--- src/rtl/fetch_pkg.sv ---
// Shared constants and the fetch buffer entry type for the instruction-fetch stage.
package fetch_pkg;

    localparam logic [31:0] PC_INCREMENT         = 32'd4;
    localparam logic [31:0] PC_READ_OFFSET       = 32'd8;
    localparam logic [31:0] DEFAULT_RESET_VECTOR = 32'h0000_0000;

    typedef struct packed {
        logic [31:0] pc;
        logic [31:0] instruction;
    } fetch_entry_t;

    // Redirect targets are word addresses; low bits are dropped.
    function automatic logic [31:0] word_align(input logic [31:0] address);
        return {address[31:2], 2'b00};
    endfunction

endpackage

--- src/rtl/fetch_buffer.sv ---
// Flushable synchronous FIFO of fetch entries between the PC stage and decode.
// Latency: an entry pushed at edge N is visible at the head after edge N.
// Backpressure: caller must not push when full without a same-edge pop; flush beats push.
module fetch_buffer
    import fetch_pkg::*;
#(
    parameter int DEPTH = 2
) (
    input  logic                     clock,
    input  logic                     reset_n,
    input  logic                     push,
    input  fetch_entry_t             push_entry,
    input  logic                     pop,
    input  logic                     flush,
    output fetch_entry_t             head_entry,
    output logic [$clog2(DEPTH):0]   count
);

    localparam int PW = $clog2(DEPTH);

    fetch_entry_t   storage [DEPTH];
    logic [PW-1:0]  rd_ptr;
    logic [PW-1:0]  wr_ptr;
    logic           do_push;
    logic           do_pop;

    assign do_push    = push && !flush;
    assign do_pop     = pop && (count != '0);
    assign head_entry = storage[rd_ptr];

    always_ff @(posedge clock or negedge reset_n) begin
        if (!reset_n) begin
            for (int i = 0; i < DEPTH; i++) begin
                storage[i] <= '0;
            end
        end else if (do_push) begin
            storage[wr_ptr] <= push_entry;
        end
    end

    // A pop on the flush edge is still honoured by the consumer; the pointers
    // simply restart from an empty state.
    always_ff @(posedge clock or negedge reset_n) begin
        if (!reset_n) begin
            rd_ptr <= '0;
            wr_ptr <= '0;
            count  <= '0;
        end else if (flush) begin
            rd_ptr <= '0;
            wr_ptr <= '0;
            count  <= '0;
        end else begin
            if (do_push) begin
                wr_ptr <= wr_ptr + 1'b1;
            end
            if (do_pop) begin
                rd_ptr <= rd_ptr + 1'b1;
            end
            case ({do_push, do_pop})
                2'b10:   count <= count + 1'b1;
                2'b01:   count <= count - 1'b1;
                default: count <= count;
            endcase
        end
    end

endmodule

--- src/rtl/fetch_unit.sv ---
// Instruction fetch: owns the PC, reads combinational imem, buffers {pc, instr} toward decode.
// Latency: PC to decode 1 edge; redirect penalty 2 edges.
// Backpressure: decode_ready low fills the buffer, then the PC holds until a pop frees a slot.
module fetch_unit
    import fetch_pkg::*;
#(
    parameter int          BUFFER_DEPTH = 2,
    parameter logic [31:0] RESET_VECTOR = DEFAULT_RESET_VECTOR
) (
    input  logic                            clock,
    input  logic                            reset_n,
    output logic [31:0]                     imem_address,
    input  logic [31:0]                     imem_read_data,
    input  logic                            redirect_valid,
    input  logic [31:0]                     redirect_target,
    output logic                            decode_valid,
    input  logic                            decode_ready,
    output logic [31:0]                     decode_instruction,
    output logic [31:0]                     decode_pc,
    output logic [31:0]                     decode_pc_plus_8,
    output logic [$clog2(BUFFER_DEPTH):0]   buffer_count
);

    localparam int CW = $clog2(BUFFER_DEPTH) + 1;

    logic [31:0]  pc;
    logic         push;
    logic         pop;
    fetch_entry_t push_entry;
    fetch_entry_t head_entry;
    logic [CW-1:0] count;
    logic         unused_target_bits;

    assign unused_target_bits = ^redirect_target[1:0];

    // decode_valid is purely state, so pop never loops back into itself.
    assign decode_valid = (count != '0);
    assign pop          = decode_valid && decode_ready;
    assign push         = !redirect_valid && ((count < CW'(BUFFER_DEPTH)) || pop);

    assign push_entry.pc          = pc;
    assign push_entry.instruction = imem_read_data;

    always_ff @(posedge clock or negedge reset_n) begin
        if (!reset_n) begin
            pc <= RESET_VECTOR;
        end else if (redirect_valid) begin
            pc <= word_align(redirect_target);
        end else if (push) begin
            pc <= pc + PC_INCREMENT;
        end
    end

    fetch_buffer #(
        .DEPTH (BUFFER_DEPTH)
    ) u_fetch_buffer (
        .clock      (clock),
        .reset_n    (reset_n),
        .push       (push),
        .push_entry (push_entry),
        .pop        (pop),
        .flush      (redirect_valid),
        .head_entry (head_entry),
        .count      (count)
    );

    assign imem_address       = pc;
    assign decode_instruction = head_entry.instruction;
    assign decode_pc          = head_entry.pc;
    assign decode_pc_plus_8   = head_entry.pc + PC_READ_OFFSET;
    assign buffer_count       = count;

endmodule

--- config.mk ---
export PLATFORM = sky130hd
export DESIGN_NAME = fetch_unit
export DESIGN_NICKNAME = d
export VERILOG_FILES = /design/src/rtl/fetch_pkg.sv /design/src/rtl/fetch_buffer.sv /design/src/rtl/fetch_unit.sv
export SDC_FILE = /design/constraint.sdc
export NUM_CORES = 1
export LEC_CHECK = 0
export ABC_AREA = 1
export BUFFER_PORTS_ARGS = -buffer_cell sky130_fd_sc_hd__clkbuf_2
export CAP_MARGIN = 10
export CORE_ASPECT_RATIO = 0.75
export CORE_MARGIN = 4
export CORE_UTILIZATION = 35
export CTS_BUF_LIST = sky130_fd_sc_hd__clkbuf_8
export DETAILED_ROUTE_END_ITERATION = 7
export PLACE_DENSITY = 0.67
export SYNTH_ARGS = -nofsm -noshare
export SYNTH_HDL_FRONTEND = slang
export SYNTH_SLANG_ARGS = --single-unit
export TNS_END_PERCENT = 100
--- constraint.sdc ---
create_clock -name clock -period 2.4 [get_ports clock]
set_clock_uncertainty 0.15 [all_clocks]
set_input_delay 0.48 -clock clock [delete_from_list [all_inputs] [get_ports clock]]
set_output_delay 0.48 -clock clock [all_outputs]
set_load 0.03 [all_outputs]
==> results of run 1 <==
==> where the power goes <==
part | internal [W] | leakage [nW] | switching (W)
clock network | 0.000808 | 0.205 | 0.00125
registers | 0.00322 | 1.94 | 0.000483
logic | 0.00203 | 4.63 | 0.00298
total | 0.00606 | 6.79 | 0.00472
==> worst reg2reg max path: cells and delay by family, from the launching register on <==
family	cells	cell delay [ps]
adders and majority gates	1	240
and+or+nand+nor	8	1060
DFF	1	550
buffers and inverters	1	40
==> repair_timing <==
action,CTS,global route
endpoints found under the hold margin,33,0
setup endpoints to repair,81,95
hold buffers,1,0
resized for setup,282,134
pin swaps,33,26
setup buffers,17,7
cloned,6,2
==> cells by family after synthesis <==
logic type | synth area share [%]
fa+ha+maj | 0.275
buf+inv | 10.7
compound gates | 9.58
xor+xnor | 1.73
other cells | 0.0412
simple gates | 34.2
flops | 43.4
==> cells in the final DEF (no fill, tap or decap), drive strengths merged <==
cell / n
conb: 6
dfrtp: 158
clkinvlp: 1
inv: 158
clkinv: 7
or2: 3
o221ai: 1
nor2: 105
nor3: 1
nor3b: 1
a31oi: 2
o211ai: 6
clkbuf: 162
buf: 150
o22ai: 2
a21oi: 4
o21bai: 1
nand3: 57
xnor2: 2
ha: 2
dlygate4sd3: 1
xor2: 16
nand2: 584
o21ai: 150
nand4: 11
==> Yosys cell counts (3+ instances only) <==
library cell and n:
dfrtp_1 158, nand3_1 55, o211ai_1 6, xor2_1 16, inv_1 143, buf_2 12, nand2_4 3, nand4_1 11
o21ai_2 4, o21ai_0 39, nand2_1 560, clkbuf_1 16, o21ai_1 107, buf_6 17, a21oi_1 4, inv_2 5
nand2_2 21, buf_4 11, nor2_1 85, nor2_2 18
==> registers in the layout, indices dropped and copies added, names as in the netlist <==
name	flops
imem_address	30
u_fetch_buffer.storage	124
u_fetch_buffer.rd_ptr	1
u_fetch_buffer.count	2
u_fetch_buffer.wr_ptr	1
==> worst max path at each step <==
stage,end,slack [ps],cells past startpoint
6_report,decode_pc_plus_8[31],-630,12
5_1_grt,decode_pc_plus_8[31],-730,12
4_1_cts,decode_pc_plus_8[31],-640,12
3_5_place_dp,decode_pc_plus_8[17],-210,9
3_3_place_gp,decode_pc_plus_8[17],-170,9
2_1_floorplan,decode_pc_plus_8[17],-100,10
==> cell type report <==
| class | count | share of cell area [%] |
|---|---|---|
| multi-input combinational | 954 | 38.0 |
| tap | 338 | 3.20 |
| timing repair buffer | 296 | 21.2 |
| clock inverter | 15 | 1.36 |
| sequential | 158 | 29.9 |
| inverter | 150 | 4.37 |
| timing repair inverter | 1 | 0.227 |
| clock buffer | 17 | 1.77 |
==> metrics by stage <==
| stage | setup WS, ps | hold slack [ps] | area [µm²] |
|---|---|---|---|
| 2_1_floorplan | -101 | 34.4 | 9290 |
| 3_3_place_gp | -172 | 256 | 11000 |
| 3_5_place_dp | -210 | 254 | 11000 |
| 4_1_cts | -635 | 46.9 | 12800 |
| 5_1_grt | -729 | 57.2 | 13200 |
| 6_report | -628 | 74.0 | 13200 |
==> layer usage <==
metal  vias to the layer above  GRT usage, %  part of all wire [%]
li1                       4579             -                     -
met4                         0          3.58                  0.70
met1                      4344          31.5                    48
met5                         -             0                     0
met3                        16          4.67                   7.8
met2                       322          30.6                    44
==> flow_summary_export.csv, run 1 <==
group,metric,value,unit
status,status,"complete, but fails checks",
status,violations,"setup timing",
drt,wl_per_cell,15.8,µm
critical_path,cp_slowest_stage_delay,570,ps
clock_tree,clock_latency,470,ps
global_routing,grt_max_degree,59,
global_routing,grt.overflow.total,0,
worst_hold_path,min_to,"imem_address[21]",
critical_path,critPathMaxFanout,7,
drt,vias_per_cell,4.80,
die,die_h,148,µm
critical_path,cp_cell_sequence,"buf_12 > buf_16 > o21ai_4 > nand2_2 > nor2_2 > nand2_2 > nor2_4 > buf_12 > nand2_4 > nand2_2 > nand2_2 > buf_8",
worst_hold_path,whs_path_depth,3,
layout,final_cells,1929,
layout,nets,1648,
sta,rsz0062_at_grt,"true",
drt,drt-total-wl,30400,µm
sta,finalSetupTns,-15410,ps
clock_tree,clock-sinks,158,
layout,regArea,3960,µm²
logic_synthesis,synth_seq_area_share,43.4,%
logic_synthesis,syn_area,9100,µm²
logic_synthesis,synth_area_per_cell,6.92,µm²
sta,finalMaxSlewViolations,0,
layout,utilization,52.4,%
clock_tree,cts_tree,"done",
clock_tree,htreeDepth,4,
drt,drt_first_pass_iters,6,
place,hpwl,21500,µm
power,finalPower,0.0108,W
global_routing,grt_pass1_wl,47800,µm
drt,ant_nets,0,
critical_path,r2r-end,"imem_address[22]",
power,vdd_drop_max,0.000485,V
logic_synthesis,synth.area.top_cells,"dfrtp_1, nand2_1, inv_1",
die,pin_count,199,
sta,hold_viol,0,
place,globalplace.congestion,0.952,
global_routing,first_global_vias,8739,
die,num_rows,50,
logic_synthesis,synth_top_area_share,43.4,%
critical_path,critPathKind,"reg -> out",
critical_path,r2r_setup_slack,290,ps
die,core_area,25300,µm²
worst_hold_path,hp-start,"redirect_target[21]",
clock_tree,clockBufferDepth,2,
power,leakagePower,6.79,nW
worst_hold_path,hold_class,"in -> reg",
logic_synthesis,synth_top_area_cell,"dfrtp_1",
logic_synthesis,netlist_instances,1315,
sta,finalSetupViolCount,71,
logic_synthesis,synthArstFlopShare,100,%
critical_path,cp-start-kind,"flop",
logic_synthesis,ys_ff_latch,158,
layout,syn_to_final_growth,45.4,%
critical_path,crit_path_top_delay_cell,"dfrtp_4",
power,power.density,815,nW/µm²
critical_path,crit_arrival,2400,ps
sta,period_minus_slack,3030,ps
flow_run,drv_cap,0,
critical_path,r2r_cells,10,
critical_path,crit_buf_inv,4,
critical_path,end_kind,"output port",
critical_path,regToRegStartpoint,"imem_address[3]",
critical_path,startpoint,"u_fetch_buffer.rd_ptr",
sta,finalCritPeriodShare,126,%
sta,finalWorstSetupSlack,-628,ps
place,portBuffers,190,
drt,drt_iter0_drc,882,
place,dp_cells,1872,
logic_synthesis,ys_warn_count,0,
sta,max_freq,0.330,GHz
critical_path,crit_family,"simple AND/OR/NAND/NOR gates",
clock_tree,cts_buffers,17,
global_routing,antenna_found_initial,0,
clock_tree,clockRootBuffer,"clkbuf_8",
die,initial_core_util,36.0,%
global_routing,grtUsageTotal,20.7,%
die,dieArea,28700,µm²
layout,drive_gt1_share,33.7,%
logic_synthesis,synth_edf_count,0,
clock_tree,clk_pin_slew_worst_paths,110,ps
logic_synthesis,yosysUniqueCellTypes,36,
layout,multi_input_area,5020,µm²
logic_synthesis,synthFlopType,"dfrtp_1",
drt,num_vias,9261,
critical_path,crit_top_cell,"nand2_2",
critical_path,crit_required,1770,ps
layout,fill_cells,2447,
drt,drc,0,
die,die_w,194,µm
layout,antenna_cells,0,
Power figures use the tool's default switching activity.
==> run 2: changes to the inputs <==
Settings changed: ABC_AREA 1 to not set.
==> flow_summary_export.csv, run 2 <==
group,metric,value,unit
status,status,"complete, but fails checks",
status,violations,"setup timing",
global_routing,grt.overflow.total,0,
die,core_area,22200,µm²
critical_path,cp-start-kind,"flop",
sta,finalWorstSetupSlack,-889,ps
sta,hold_viol,0,
place,portBuffers,190,
layout,drive_gt1_share,57.4,%
logic_synthesis,yosysUniqueCellTypes,47,
sta,worst_slew_pin_slew,491,ps
power,leakagePower,4.89,nW
clock_tree,cts_buffers,17,
logic_synthesis,synthFlopType,"dfrtp_1",
power,power.density,913,nW/µm²
global_routing,grt.met3_usage,6.53,%
logic_synthesis,synth_area_per_cell,12.1,µm²
layout,final_common_cell,"mux2_2",
logic_synthesis,synthArstFlopShare,100,%
global_routing,first_global_vias,6182,
drt,drc,0,
layout,largest_register_ff_count,124,
clock_tree,clockRootBuffer,"clkbuf_8",
logic_synthesis,synth_common_cells,"mux2_2, dfrtp_1, nand2_1",
logic_synthesis,ys_warn_count,0,
die,die_w,182,µm
critical_path,end_kind,"output port",
clock_tree,htreeDepth,4,
die,dieArea,25300,µm²
global_routing,grt_busiest_layer,"met2",
critical_path,critPathMaxFanout,4,
die,num_rows,47,
layout,syn_to_final_growth,35.8,%
global_routing,grtUsageTotal,16.5,%
place,globalplace.congestion,0.792,
layout,antenna_cells,0,
drt,num_vias,5969,
critical_path,critPathKind,"reg -> out",
drt,ant_nets,0,
sta,finalCritPeriodShare,137,%
drt,drt_first_pass_iters,4,
critical_path,crit_required,1770,ps
logic_synthesis,synth_edf_count,0,
logic_synthesis,synth_top_area_share,49.5,%
global_routing,grtUsageMet2,25.3,%
logic_synthesis,synth.area.top_cells,"dfrtp_1, mux2_2, xor2_1",
global_routing,grt_pass1_wl,33900,µm
logic_synthesis,netlist_instances,662,
sta,period_minus_slack,3290,ps
layout,fill_cells,2047,
clock_tree,clock_latency,450,ps
flow_run,drv_cap,0,
logic_synthesis,synth_seq_area_share,49.5,%
die,die_h,139,µm
logic_synthesis,ys_ff_latch,158,
layout,final_area,10800,µm²
layout,layout_common_cells,"mux2_2, dfrtp_1, clkbuf_2",
layout,utilization,48.8,%
clock_tree,clk_pin_slew_worst_paths,90,ps
critical_path,crit_arrival,2660,ps
sta,max_slew_margin,66.9,%
clock_tree,clockBufferDepth,2,
die,initial_core_util,35.9,%
layout,nets,980,
place,hpwl,15500,µm
sta,rsz0062_at_grt,"true",
clock_tree,clock-sinks,158,
place,place_area,9930,µm²
die,pin_count,199,
drt,drt_iter0_drc,197,
logic_synthesis,synth_top_area_cell,"dfrtp_1",
global_routing,grt_max_degree,60,
clock_tree,cts_tree,"done",
global_routing,antenna_found_initial,0,
sta,finalSetupViolCount,82,
drt,drt-total-wl,21000,µm
logic_synthesis,syn_area,7990,µm²
drt,vias_per_cell,4.90,
sta,finalMaxSlewViolations,0,
worst_hold_path,hold_class,"in -> reg",
global_routing,gr-usage-met1,22.3,%
layout,largest-register,"u_fetch_buffer.storage",
drt,wl_per_cell,17.3,µm
power,vdd_drop_max,0.000491,V
logic_synthesis,yosysMostFrequentCell,"mux2_2",
sta,max_freq,0.304,GHz
## run 2: critical path: stages, from the launching register on
cell      delay, ps
dfrtp_4         520
mux2i_4         210
inv_4            70
ha_4            130
nand4_1         170
a21oi_4         290
nand4_1         130
buf_6           160
nor3_4          200
xor2_2          150
clkbuf_8        170
## run 2: repair_timing
| item | in CTS | in global routing |
|---|---|---|
| endpoints found under the setup margin | 89 | 89 |
| endpoints found under the hold margin | 35 | 0 |
| pin swaps | 10 | 12 |
| gates cloned | 0 | 1 |
| hold buffers | 1 | 0 |
| gates resized for setup | 62 | 72 |
| buffers inserted | 8 | 7 |
## run 2: cells by family after synthesis
group | count (synthesis) | synth area share, %
simple gates | 168 | 11.2
compound gates | 47 | 3.65
xor+xnor | 53 | 5.81
flops | 158 | 49.5
buf+inv | 47 | 3.29
mux | 186 | 26.1
other cells | 1 | 0.0470
fa+ha+maj | 2 | 0.313
## run 2: final cells by class
cell class / count / area (µm²) / area share, %
Timing Repair Buffer: 265 / 1860 / 17.2
Clock inverter: 13 / 164 / 1.51
Sequential cell: 158 / 3960 / 36.5
Multi-Input combinational cell: 462 / 4200 / 38.8
Tap cell: 294 / 368 / 3.39
Inverter: 6 / 25.0 / 0.231
Clock buffer: 19 / 262 / 2.41
## run 2: final timing paths
path	cells past startpoint	endpoint	slack (ps)	startpoint
worst max-delay path	10	decode_pc_plus_8[31]	-890	u_fetch_buffer.rd_ptr
worst min-delay path	3	imem_address[8]	80	redirect_target[8]
worst max register to register	6	imem_address[27]	390	imem_address[7]
worst min register to register	1	u_fetch_buffer.storage[127]	340	u_fetch_buffer.storage[127]
max in group asynchronous	3	imem_address[19]	1110	reset_n
min in group asynchronous	2	u_fetch_buffer.storage[93]	340	reset_n
## run 2: routing by layer
layer	share of wire, %	vias up	wire [µm]
li1	-	2835	-
met1	46	2975	9610
met2	45	147	9530
met3	8.2	12	1720
met4	0.82	0	173
met5	0	-	0
## run 2: report_power, final
part | total [W] | internal [W] | switching (W)
Sequential | 0.00371 | 0.00325 | 0.000456
Clock | 0.00211 | 0.00109 | 0.00102
Combinational | 0.00408 | 0.00182 | 0.00226
## run 2: metrics by stage
stage          setup TNS, ps  setup slack (ps)  total power [W]  hold slack, ps  instances
3_3_place_gp           -6760              -413          0.00749             266       1170
6_report              -25160              -889          0.00990            75.4       1217
5_1_grt               -32340             -1030           0.0104            59.7       1217
2_1_floorplan          -8350              -789          0.00632            34.4        667
3_5_place_dp           -8020              -483          0.00756             266       1170
4_1_cts               -33910              -925          0.00990            39.9       1211
==> run 3: changes to the inputs <==
Settings changed: CORE_UTILIZATION 35 to 30, PLACE_DENSITY 0.67 to 0.61, SKIP_CTS_REPAIR_TIMING set to 1.
==> flow_summary_export.csv, run 3 (same netlist as run 2, synthesis figures left out) <==
group,metric,value,unit
place,place_ws,-479,ps
clock_tree,clock-sinks,158,
sta,rsz0062_at_grt,"true",
status,status,"complete, but fails checks",
critical_path,cp-start-kind,"flop",
drt,drt_iter0_drc,185,
global_routing,grt_max_degree,48,
sta,finalSetupViolCount,87,
global_routing,antenna_found_initial,2,
place,hpwl,16600,µm
layout,nets,1002,
place,portBuffers,190,
sta,period_minus_slack,3350,ps
layout,fill_cells,2489,
power,finalPower,0.0101,W
drt,ant_nets,0,
worst_hold_path,hold_class,"in -> reg",
power,leakagePower,4.99,nW
die,die_h,149,µm
sta,finalMaxSlewViolations,0,
place,place_area,10100,µm²
layout,regArea,3960,µm²
die,initial_core_util,30.6,%
critical_path,crit_arrival,2720,ps
drt,drc,0,
drt,drt-total-wl,23000,µm
global_routing,grt.overflow.total,0,
layout,final_common_cell,"mux2_2",
drt,wl_per_cell,17.9,µm
place,globalplace.congestion,0.862,
layout,syn_to_final_growth,39.0,%
layout,largest-register,"u_fetch_buffer.storage",
sta,finalCritPeriodShare,140,%
flow_run,drv_cap,0,
power,power.density,906,nW/µm²
clock_tree,htreeDepth,4,
die,die_w,196,µm
critical_path,critPathMaxFanout,5,
drt,vias_per_cell,4.78,
global_routing,grtUsageTotal,15.6,%
global_routing,grt_pass1_wl,35700,µm
global_routing,first_global_vias,6266,
clock_tree,clockRootBuffer,"clkbuf_8",
die,num_rows,51,
clock_tree,clock_latency,470,ps
layout,layout_common_cells,"mux2_2, dfrtp_1, clkbuf_2",
clock_tree,cts_tree,"done",
power,vdd_drop_max,0.000534,V
layout,drive_gt1_share,58.3,%
layout,utilization,42.5,%
critical_path,crit_required,1770,ps
die,core_area,26100,µm²
sta,max_freq,0.299,GHz
layout,largest_register_ff_count,124,
drt,drt_first_pass_iters,4,
layout,final_area,11100,µm²
critical_path,end_kind,"output port",
sta,hold_viol,0,
drt,num_vias,6162,
clock_tree,cts_buffers,17,
die,dieArea,29300,µm²
layout,antenna_cells,0,
clock_tree,clockBufferDepth,2,
layout,multi_input_area,4210,µm²
status,violations,"setup timing",
sta,finalWorstSetupSlack,-949,ps
die,pin_count,199,
clock_tree,clk_pin_slew_worst_paths,100,ps
critical_path,critPathKind,"reg -> out",
## run 3: final cells by class
class	instances	area share, %
multi-input cells	462	38.0
inverters	6	0.226
clock inverters	14	1.40
flip-flops and latches	158	35.7
repair buffers	287	18.6
well taps	344	3.88
clock buffers	18	2.23
## run 3: final timing paths
check	startpoint	end	slack (ps)	cells after the start
max	u_fetch_buffer.rd_ptr	decode_pc_plus_8[31]	-950	11
min	redirect_target[5]	imem_address[5]	60	3
max reg2reg	imem_address[5]	imem_address[22]	350	5
min reg2reg	u_fetch_buffer.storage[127]	u_fetch_buffer.storage[127]	340	1
max in group asynchronous	reset_n	u_fetch_buffer.storage[54]	1070	3
min in group asynchronous	reset_n	imem_address[11]	340	2
## run 3: report_power, final
group / leakage, nW / total (W) / internal [W] / switching [W]
registers: 1.90 / 0.00372 / 0.00325 / 0.000468
logic: 2.87 / 0.00425 / 0.00194 / 0.00231
clock network: 0.221 / 0.00208 / 0.00104 / 0.00104
total: 4.99 / 0.0101 / 0.00623 / 0.00382
## run 3: layer usage
metal | GRT usage (%) | share of wire, % | up-vias
met5 | 0 | 0.13 | -
met4 | 4.01 | 0.90 | 4
met3 | 5.44 | 8.1 | 17
met2 | 23.0 | 44 | 173
met1 | 22.0 | 47 | 3098
li1 | - | - | 2870
## run 3: metrics by stage
step | hold slack [ps] | cells | setup TNS [ps]
floorplan | 34.4 | 667 | -8350
global placement | 267 | 1235 | -7450
detailed placement | 268 | 1235 | -8440
CTS | -260 | 1267 | -37620
global route | 36.8 | 1289 | -45210
finish | 64.5 | 1289 | -35520
## run 3: critical path, cell delays in order, from the launching register on
cell and delay, ps:
dfrtp_4 520, mux2i_4 210, inv_4 70, ha_4 140
nand4b_1 180, a21oi_4 270, nand4_1 140, buf_6 160
nor3_2 90, buf_4 170, xor2_2 160, buf_6 150
